$ cat src/rtl/secded_decoder_pkg.sv
// secded_decoder_pkg: shared definitions for the Hamming(16,11) SECDED decode engine.
//   - state_e       : decode FSM states
//   - F_*           : 2-bit per-word status codes written to the output high byte
//   - POS_*         : codeword bit positions (bit i = Hamming position i, bit 0 = overall parity)
//   - extract_data  : pulls the 11 data bits out of a 16-bit codeword
package secded_decoder_pkg;

   typedef enum logic [2:0] {
      StIdle,
      StFetchLo,
      StFetchHi,
      StDecode,
      StWrLo,
      StWrHi,
      StDone
   } state_e;

   localparam logic [1:0] F_CLEAN  = 2'b00;
   localparam logic [1:0] F_SINGLE = 2'b01;
   localparam logic [1:0] F_DOUBLE = 2'b10;

   // Parity bits sit at the power-of-two positions; p0 covers the whole word.
   localparam int unsigned POS_P0 = 0;
   localparam int unsigned POS_P1 = 1;
   localparam int unsigned POS_P2 = 2;
   localparam int unsigned POS_D0 = 3;
   localparam int unsigned POS_P4 = 4;
   localparam int unsigned POS_D1 = 5;
   localparam int unsigned POS_D2 = 6;
   localparam int unsigned POS_D3 = 7;
   localparam int unsigned POS_P8 = 8;
   localparam int unsigned POS_D4 = 9;

   // d[10:4] occupy positions 15..9 contiguously; d[3:0] are scattered in the low byte.
   function automatic logic [10:0] extract_data(input logic [15:0] cw);
      return {cw[15:POS_D4], cw[POS_D3], cw[POS_D2], cw[POS_D1], cw[POS_D0]};
   endfunction

endpackage

$ cat src/rtl/secded_decoder_if.sv
// secded_decoder_if: byte-wide data-memory port used by the decode engine.
//   MemAddr   : byte address (AW bits), driven by master
//   MemWrEn   : write strobe, driven by master
//   MemWrData : write data, driven by master
//   MemRdData : read data, driven by memory one cycle after MemAddr
interface secded_decoder_if #(
   parameter int unsigned AW = 8
);
   logic [AW-1:0] MemAddr;
   logic          MemWrEn;
   logic [7:0]    MemWrData;
   logic [7:0]    MemRdData;

   modport master (
      output MemAddr,
      output MemWrEn,
      output MemWrData,
      input  MemRdData
   );

   modport slave (
      input  MemAddr,
      input  MemWrEn,
      input  MemWrData,
      output MemRdData
   );
endinterface

$ cat src/rtl/secded_syndrome.sv
// secded_syndrome: combinational Hamming(16,11) SECDED check of one codeword.
//   cw_i   : 16-bit codeword {high byte, low byte}
//   data_o : 11-bit data, corrected when a single error is seen
//   syn_o  : syndrome s (XOR of the positions of all set bits 1..15)
//   g_o    : overall parity (XOR of all 16 bits)
//   f_o    : status F_CLEAN / F_SINGLE / F_DOUBLE
module secded_syndrome
   import secded_decoder_pkg::*;
(
   input  logic [15:0] cw_i,
   output logic [10:0] data_o,
   output logic [3:0]  syn_o,
   output logic        g_o,
   output logic [1:0]  f_o
);

   logic [3:0]  syn;
   logic        g;
   logic [15:0] fixed;

   always_comb begin
      syn = '0;
      for (int unsigned i = 1; i < 16; i++) begin
         if (cw_i[i]) syn = syn ^ 4'(i);
      end
      g = ^cw_i;

      // Odd parity means one flipped bit at position s; s==0 is p0 itself.
      fixed = cw_i;
      if (g) fixed = cw_i ^ (16'h0001 << syn);

      if (g)              f_o = F_SINGLE;
      else if (syn != '0) f_o = F_DOUBLE;
      else                f_o = F_CLEAN;

      data_o = extract_data(fixed);
      syn_o  = syn;
      g_o    = g;
   end

endmodule

$ cat src/rtl/secded_decoder.sv
// secded_decoder: sequential SECDED decode engine acting as a data-memory master.
// On Start (sampled in idle) it reads NUM_WORDS codewords as byte pairs from SRC_BASE,
// decodes each, and writes {data[7:0]} and {F,3'b000,data[10:8]} to DST_BASE; then Done.
//   Clk, Reset : clock and synchronous active-high reset
//   Start      : level run request, only seen in idle
//   mem        : memory port (secded_decoder_if.master)
//   Done       : held high after a run until Start drops
//   SglCount   : corrected-word count of the current run (saturating)
//   DblCount   : double-error word count of the current run (saturating)
// Build option SECDED_DEC_STATS_EN: when undefined, the counters are omitted and tied to 0.
module secded_decoder
   import secded_decoder_pkg::*;
#(
   parameter int unsigned NUM_WORDS = 15,
   parameter int unsigned SRC_BASE  = 0,
   parameter int unsigned DST_BASE  = 30,
   parameter int unsigned AW        = 8
) (
   input  logic              Clk,
   input  logic              Reset,
   input  logic              Start,
   secded_decoder_if.master  mem,
   output logic              Done,
   output logic [7:0]        SglCount,
   output logic [7:0]        DblCount
);

   localparam logic [6:0]    LastK   = 7'(NUM_WORDS - 1);
   localparam logic [AW-1:0] SrcBase = AW'(SRC_BASE);
   localparam logic [AW-1:0] DstBase = AW'(DST_BASE);

   state_e        state_q;
   logic [6:0]    k_q;
   logic [7:0]    lo_q;
   logic [2:0]    data_hi_q;
   logic [1:0]    f_q;
   logic [AW-1:0] addr_q;
   logic          wr_en_q;
   logic [7:0]    wr_data_q;
   logic          done_q;

   logic [10:0]   syn_data;
   logic [3:0]    syn_s;
   logic          syn_g;
   logic [1:0]    syn_f;
   logic          unused_syn;

   // Address arithmetic is kept at AW bits so it wraps modulo 2^AW.
   logic [AW-1:0] src_lo, dst_lo;
   assign src_lo = SrcBase + AW'({k_q, 1'b0});
   assign dst_lo = DstBase + AW'({k_q, 1'b0});

   // High byte comes straight off the read port during DECODE.
   secded_syndrome u_syndrome (
      .cw_i   ({mem.MemRdData, lo_q}),
      .data_o (syn_data),
      .syn_o  (syn_s),
      .g_o    (syn_g),
      .f_o    (syn_f)
   );

   assign unused_syn = ^{syn_s, syn_g};

   always_ff @(posedge Clk) begin
      if (Reset) begin
         state_q   <= StIdle;
         k_q       <= '0;
         lo_q      <= '0;
         data_hi_q <= '0;
         f_q       <= F_CLEAN;
         addr_q    <= '0;
         wr_en_q   <= 1'b0;
         wr_data_q <= '0;
         done_q    <= 1'b0;
      end else begin
         unique case (state_q)
            StIdle: begin
               wr_en_q <= 1'b0;
               done_q  <= 1'b0;
               if (Start) begin
                  k_q     <= '0;
                  addr_q  <= SrcBase;
                  state_q <= StFetchLo;
               end
            end
            StFetchLo: begin
               addr_q  <= src_lo + AW'(1);
               state_q <= StFetchHi;
            end
            StFetchHi: begin
               lo_q    <= mem.MemRdData;
               state_q <= StDecode;
            end
            StDecode: begin
               data_hi_q <= syn_data[10:8];
               f_q       <= syn_f;
               addr_q    <= dst_lo;
               wr_en_q   <= 1'b1;
               wr_data_q <= syn_data[7:0];
               state_q   <= StWrLo;
            end
            StWrLo: begin
               addr_q    <= dst_lo + AW'(1);
               wr_data_q <= {f_q, 3'b000, data_hi_q};
               state_q   <= StWrHi;
            end
            StWrHi: begin
               wr_en_q <= 1'b0;
               k_q     <= k_q + 7'd1;
               if (k_q == LastK) begin
                  state_q <= StDone;
               end else begin
                  addr_q  <= src_lo + AW'(2);
                  state_q <= StFetchLo;
               end
            end
            StDone: begin
               // Done is guaranteed at least one cycle before Start low releases it.
               if (done_q && !Start) begin
                  done_q  <= 1'b0;
                  state_q <= StIdle;
               end else begin
                  done_q <= 1'b1;
               end
            end
            default: state_q <= StIdle;
         endcase
      end
   end

   assign mem.MemAddr   = addr_q;
   assign mem.MemWrEn   = wr_en_q;
   assign mem.MemWrData = wr_data_q;
   assign Done          = done_q;

`ifdef SECDED_DEC_STATS_EN
   logic [7:0] sgl_q, dbl_q;

   always_ff @(posedge Clk) begin
      if (Reset) begin
         sgl_q <= '0;
         dbl_q <= '0;
      end else if (state_q == StIdle && Start) begin
         sgl_q <= '0;
         dbl_q <= '0;
      end else if (state_q == StDecode) begin
         if (syn_f == F_SINGLE && sgl_q != 8'hFF) sgl_q <= sgl_q + 8'd1;
         if (syn_f == F_DOUBLE && dbl_q != 8'hFF) dbl_q <= dbl_q + 8'd1;
      end
   end

   assign SglCount = sgl_q;
   assign DblCount = dbl_q;
`else
   assign SglCount = '0;
   assign DblCount = '0;
`endif

endmodule

$ cat src/flat_wrapper.sv
// flat-port wrapper written by rule: the top's interface ports become plain ports
module secded_decoder_flat import secded_decoder_pkg::*;
#(
   parameter int unsigned NUM_WORDS = 15,
   parameter int unsigned SRC_BASE  = 0,
   parameter int unsigned DST_BASE  = 30,
   parameter int unsigned AW        = 8
)
  (Clk, Reset, Start, Done, SglCount, DblCount, mem_MemAddr, mem_MemWrEn, mem_MemWrData, mem_MemRdData);
  secded_decoder_if #(.AW(AW)) mem_i ();
  input  logic Clk;
  input  logic Reset;
  input  logic Start;
  output logic Done;
  output logic [7:0] SglCount;
  output logic [7:0] DblCount;
  output wire logic [$bits(mem_i.MemAddr)-1:0] mem_MemAddr;
  output wire logic [$bits(mem_i.MemWrEn)-1:0] mem_MemWrEn;
  output wire logic [$bits(mem_i.MemWrData)-1:0] mem_MemWrData;
  input wire logic [$bits(mem_i.MemRdData)-1:0] mem_MemRdData;
  assign mem_MemAddr = mem_i.MemAddr;
  assign mem_MemWrEn = mem_i.MemWrEn;
  assign mem_MemWrData = mem_i.MemWrData;
  assign mem_i.MemRdData = mem_MemRdData;
  secded_decoder #(.NUM_WORDS(NUM_WORDS), .SRC_BASE(SRC_BASE), .DST_BASE(DST_BASE), .AW(AW)) u_core (.Clk(Clk), .Reset(Reset), .Start(Start), .mem(mem_i), .Done(Done), .SglCount(SglCount), .DblCount(DblCount));
endmodule
$ cat config.mk
export PLATFORM = sky130hd
export DESIGN_NAME = secded_decoder_flat
export DESIGN_NICKNAME = d
export VERILOG_FILES = /design/src/rtl/secded_decoder_pkg.sv /design/src/rtl/secded_decoder_if.sv /design/src/rtl/secded_syndrome.sv /design/src/rtl/secded_decoder.sv /design/src/flat_wrapper.sv
export SDC_FILE = /design/constraint.sdc
export NUM_CORES = 1
export LEC_CHECK = 0
export CAP_MARGIN = 20
export CORE_ASPECT_RATIO = 0.6
export CORE_MARGIN = 5
export CORE_UTILIZATION = 29
export DETAILED_ROUTE_END_ITERATION = 16
export HOLD_SLACK_MARGIN = 0.02
export PLACE_DENSITY = 0.56
export SETUP_SLACK_MARGIN = 0.4
export SKIP_CTS_REPAIR_TIMING = 1
export SYNTH_ARGS = -nofsm -noshare
export SYNTH_HDL_FRONTEND = slang
export SYNTH_SLANG_ARGS = --single-unit
$ cat constraint.sdc
create_clock -name Clk -period 3.1 [get_ports Clk]
set_input_delay 0.31 -clock Clk [delete_from_list [all_inputs] [get_ports Clk]]
set_output_delay 0.31 -clock Clk [all_outputs]
set_load 0.02 [all_outputs]
==> metrics.sh <==
STATUS='complete, no violations'
WORSTPATHARRIVAL_PS=2760
PLACEMENT.IO_BUFFERS=28
POWER_SWITCHING_uW=554
INITIAL_CORE_UTILIZATION=0.301
REMAINING_DRC_ERRORS=0
FLOORPLAN.CORE_AREA_UM2=9950
DETAILEDROUTE.FIRSTPASSITERATIONCOUNT=5
YOSYS.CELL_COUNT.TOP_TYPE='dfxtp_1'
FINALHOLDVIOLATIONS=0
NUM_ROWS=28
GRT_PASS1_WL_MM=13.7
PLACE.DETAILED.HPWL_MM=6.44
CLOCK_SINK_COUNT=41
TIMING.HOLD.WORST.CLASS='reg2reg'
YS_TOP_CELLS_BY_COUNT='dfxtp_1 (41), a21oi_1 (39), o21ai_0 (34)'
SEQ_AREA_FRAC_SYNTH=0.274
MAX_FREQ_GHz=0.387
ANT_NETS=0
WORSTSETUPENDPOINTTYPE='flip-flop'
YOSYS_REGISTER_BITS=41
INSERTEDDIODECOUNT=0
DIE_H_UM=88.7
DETAIL_ROUTE.WIRELENGTH.MET1_MM=4.77
ROUTED_WL_MM=8.74
MAX-SLEW-MARGIN-REL=0.425
SYN_INST=387
FIRST_GLOBAL_VIAS=2509
POST_SYNTH.CELL_AREA_AVG_UM2=7.73
MIN_PERIOD_PS=2590
CTS_TREE='yes'
YS_TOP_CELLS_BY_AREA='dfxtp_1 (27%), a21oi_1 (6.5%), xnor2_1 (5.9%)'
WORSTSKEWPAIRLATENCY_PS=290
SHARE_SEQ_OF_TOTAL_POWER=0.342
COUNT_OF_FLIP_FLOPS_WITH_A_BUILT_IN_ENABLE_AFTER_SYNTHESIS=0
PLACE.GP.CONGESTION=0.911
POWER_LEAKAGE_uW=0.00119
NUMBER_OF_NETS_IN_THE_LAYOUT=414
GLOBALROUTETOTALUTIL=0.139
POWER.CLOCK.FRACTION=0.373
SYNTH_AREA_UM2=2990
GRT_MAX_DEGREE=42
YOSYS_WARNINGS=0
RSZ_0062_RAISED_AFTER_GLOBAL_ROUTING='false'
POST_SYNTH_NUM_CELL_TYPES=55
DETAILROUTE.WIRELENGTH.MET3_UM=839
PATH_MAX_FANOUT=8
INTERNAL_POWER_uW=1090
CTS_MAX_PATH_BUFFERS=2
REQUIRED_PS=3270
YS_ASYNC_SR_FRACTION=0
CTS_BUFFERS=5
ROUTE.TOP_LAYER_USED='met4'
VIA_COUNT=2846
CRIT_TYPE='in2reg'
FINAL_SKEW_PS=3.20
CTS.HTREE.LEVELS=2
CRITICAL_PATH.STARTPOINT_TYPE='input port'
GRT_ANTENNA_BEFORE_REPAIR=0
FINISH.CELL_COUNT_WITHOUT_FILLERS=536
BOUNDARYPINS=45
DRV.MAX_CAP_VIOLATION_COUNT=0
SYNTH_FLOP_CELL='dfxtp_1'
POST-PLACE-CELLS=528
DRV_SLEW=0
FINALSETUPVIOLCOUNT=0
FINAL.SETUP.TNS_PS=0
TOP_CELL_TYPE_S_SHARE_OF_SYNTHESIZED_AREA=0.274
GRT.OVERFLOW.TOTAL=0
WL_CELL_UM=16.3
POWER.DENSITY_nW_PER_UM2=469
PEAK_VDD_IR_uV=278
DETAILROUTE.WIRELENGTH.MET2_MM=3.05
CTSROOTBUFFERMASTER='clkbuf_16'
COMB_POWER_SHARE=0.285
WORSTMARGINPINSLEW_PS=860
DRT-INITIAL-DRC-COUNT=228
SYNTH_TOP_AREA_CELL='dfxtp_1'
NETSWITCHINGFRACTION=0.337
FINAL_LAYOUT_SIZE_SUFFIX_GT1_FRAC=0.0723
DIE_WIDTH_UM=141
SYN_TO_FINAL_GROWTH_PCT=17.2
ROUTED_VIA_DENSITY=5.31
DIE_AREA_UM2=12500
MIN_PERIOD_OVER_PERIOD=0.835
CLK_TRANSITION_REPORTED_PATHS_PS=60
[cells in the final DEF (no fill, tap or decap), drive strengths merged, types with 4 or more instances in the layout]
cell type      count
a21oi             39
and3               8
buf                8
clkbuf             5
clkdlybuf4s50     28
conb              16
dfxtp             41
inv                6
mux2i              5
nand2             33
nand2b             5
nand3b             4
nand4              6
nor2              22
nor2b              5
nor3              10
nor3b              5
nor4               9
o21ai             35
o22ai             16
o32ai              5
or3                5
xnor2             21
xor2              23
[cells by family (layout without fill, tap and decap cells)]
group	count (synthesis)	in the layout	synth area share
and+or+nand+nor	121	121	0.221
AOI/OAI and AO/OA	120	120	0.243
buffers and inverters	51	50	0.0845
xor gates and xnor gates	45	45	0.147
DFF	41	41	0.274
muxes	5	5	0.0167
adders and majority gates	3	3	0.0125
other	1	16	0.00125
[worst paths after layout]
check	start	endpoint	slack (ps)	depth (start not counted)
setup / recovery	mem_MemRdData[5]	u_core.mem.MemWrData[5]$_SDFFE_PP0P_	510	7
hold / removal	u_core.mem.MemWrData[3]$_SDFFE_PP0P_	u_core.mem.MemWrData[3]$_SDFFE_PP0P_	450	2
setup reg to reg	u_core.k_q[0]$_SDFFE_PP0P_	u_core.mem.MemAddr[5]$_SDFFE_PP0P_	650	8
hold reg to reg	u_core.mem.MemWrData[3]$_SDFFE_PP0P_	u_core.mem.MemWrData[3]$_SDFFE_PP0P_	450	2
[stage by stage]
stage | cell area (um2) | hold slack, ps | total power, uW | utilization | setup WS, ps
floorplan | 3050 | 446 | 912 | - | 929
finish | 3510 | 452 | 1640 | 0.352 | 513
global route | 3510 | 476 | 1710 | 0.352 | 408
global placement | 3330 | 451 | 1020 | 0.334 | 170
CTS | 3500 | 457 | 1640 | 0.352 | 565
detailed placement | 3330 | 448 | 1020 | 0.334 | 267
[cell type report]
type / instances / area (um2)
Clock buffer: 5 / 125
Clock inverter: 3 / 46.3
Fill cell: 1021 / 6440
Inverter: 6 / 22.5
Multi-Input combinational cell: 310 / 1980
Sequential cell: 41 / 821
Tap cell: 135 / 169
Timing Repair Buffer: 36 / 340
[power groups by stage]
stage	registers, uW	clock network [uW]	logic, uW
finish	562	613	468
global route	563	648	501
CTS	561	624	450
detailed placement	573	0	449
global placement	573	0	448
floorplan	574	0	337
[worst max-delay path, cell delays in order]
cell and delay (ps):
clkdlybuf4s50_1 600, xnor3_2 470, xnor2_2 490, nor4_4 120, o22ai_1 340, xor2_1 320, o21ai_0 110
[per-layer routing]
metal,vias up,global-route usage
met5,-,0
li1,1389,-
met2,142,0.164
met3,11,0.0454
met4,0,0.0325
met1,1304,0.226
[sequential cells by signal (all words and copies together) (netlist names)]
name	cells
u_core.f_q	2
u_core.lo_q	8
u_core.mem.MemAddr	8
u_core.k_q	7
u_core.mem.MemWrData	8
u_core.Done	1
u_core.state_q	3
u_core.data_hi_q	3
u_core.mem.MemWrEn	1
(Power assumes the default switching activity.)
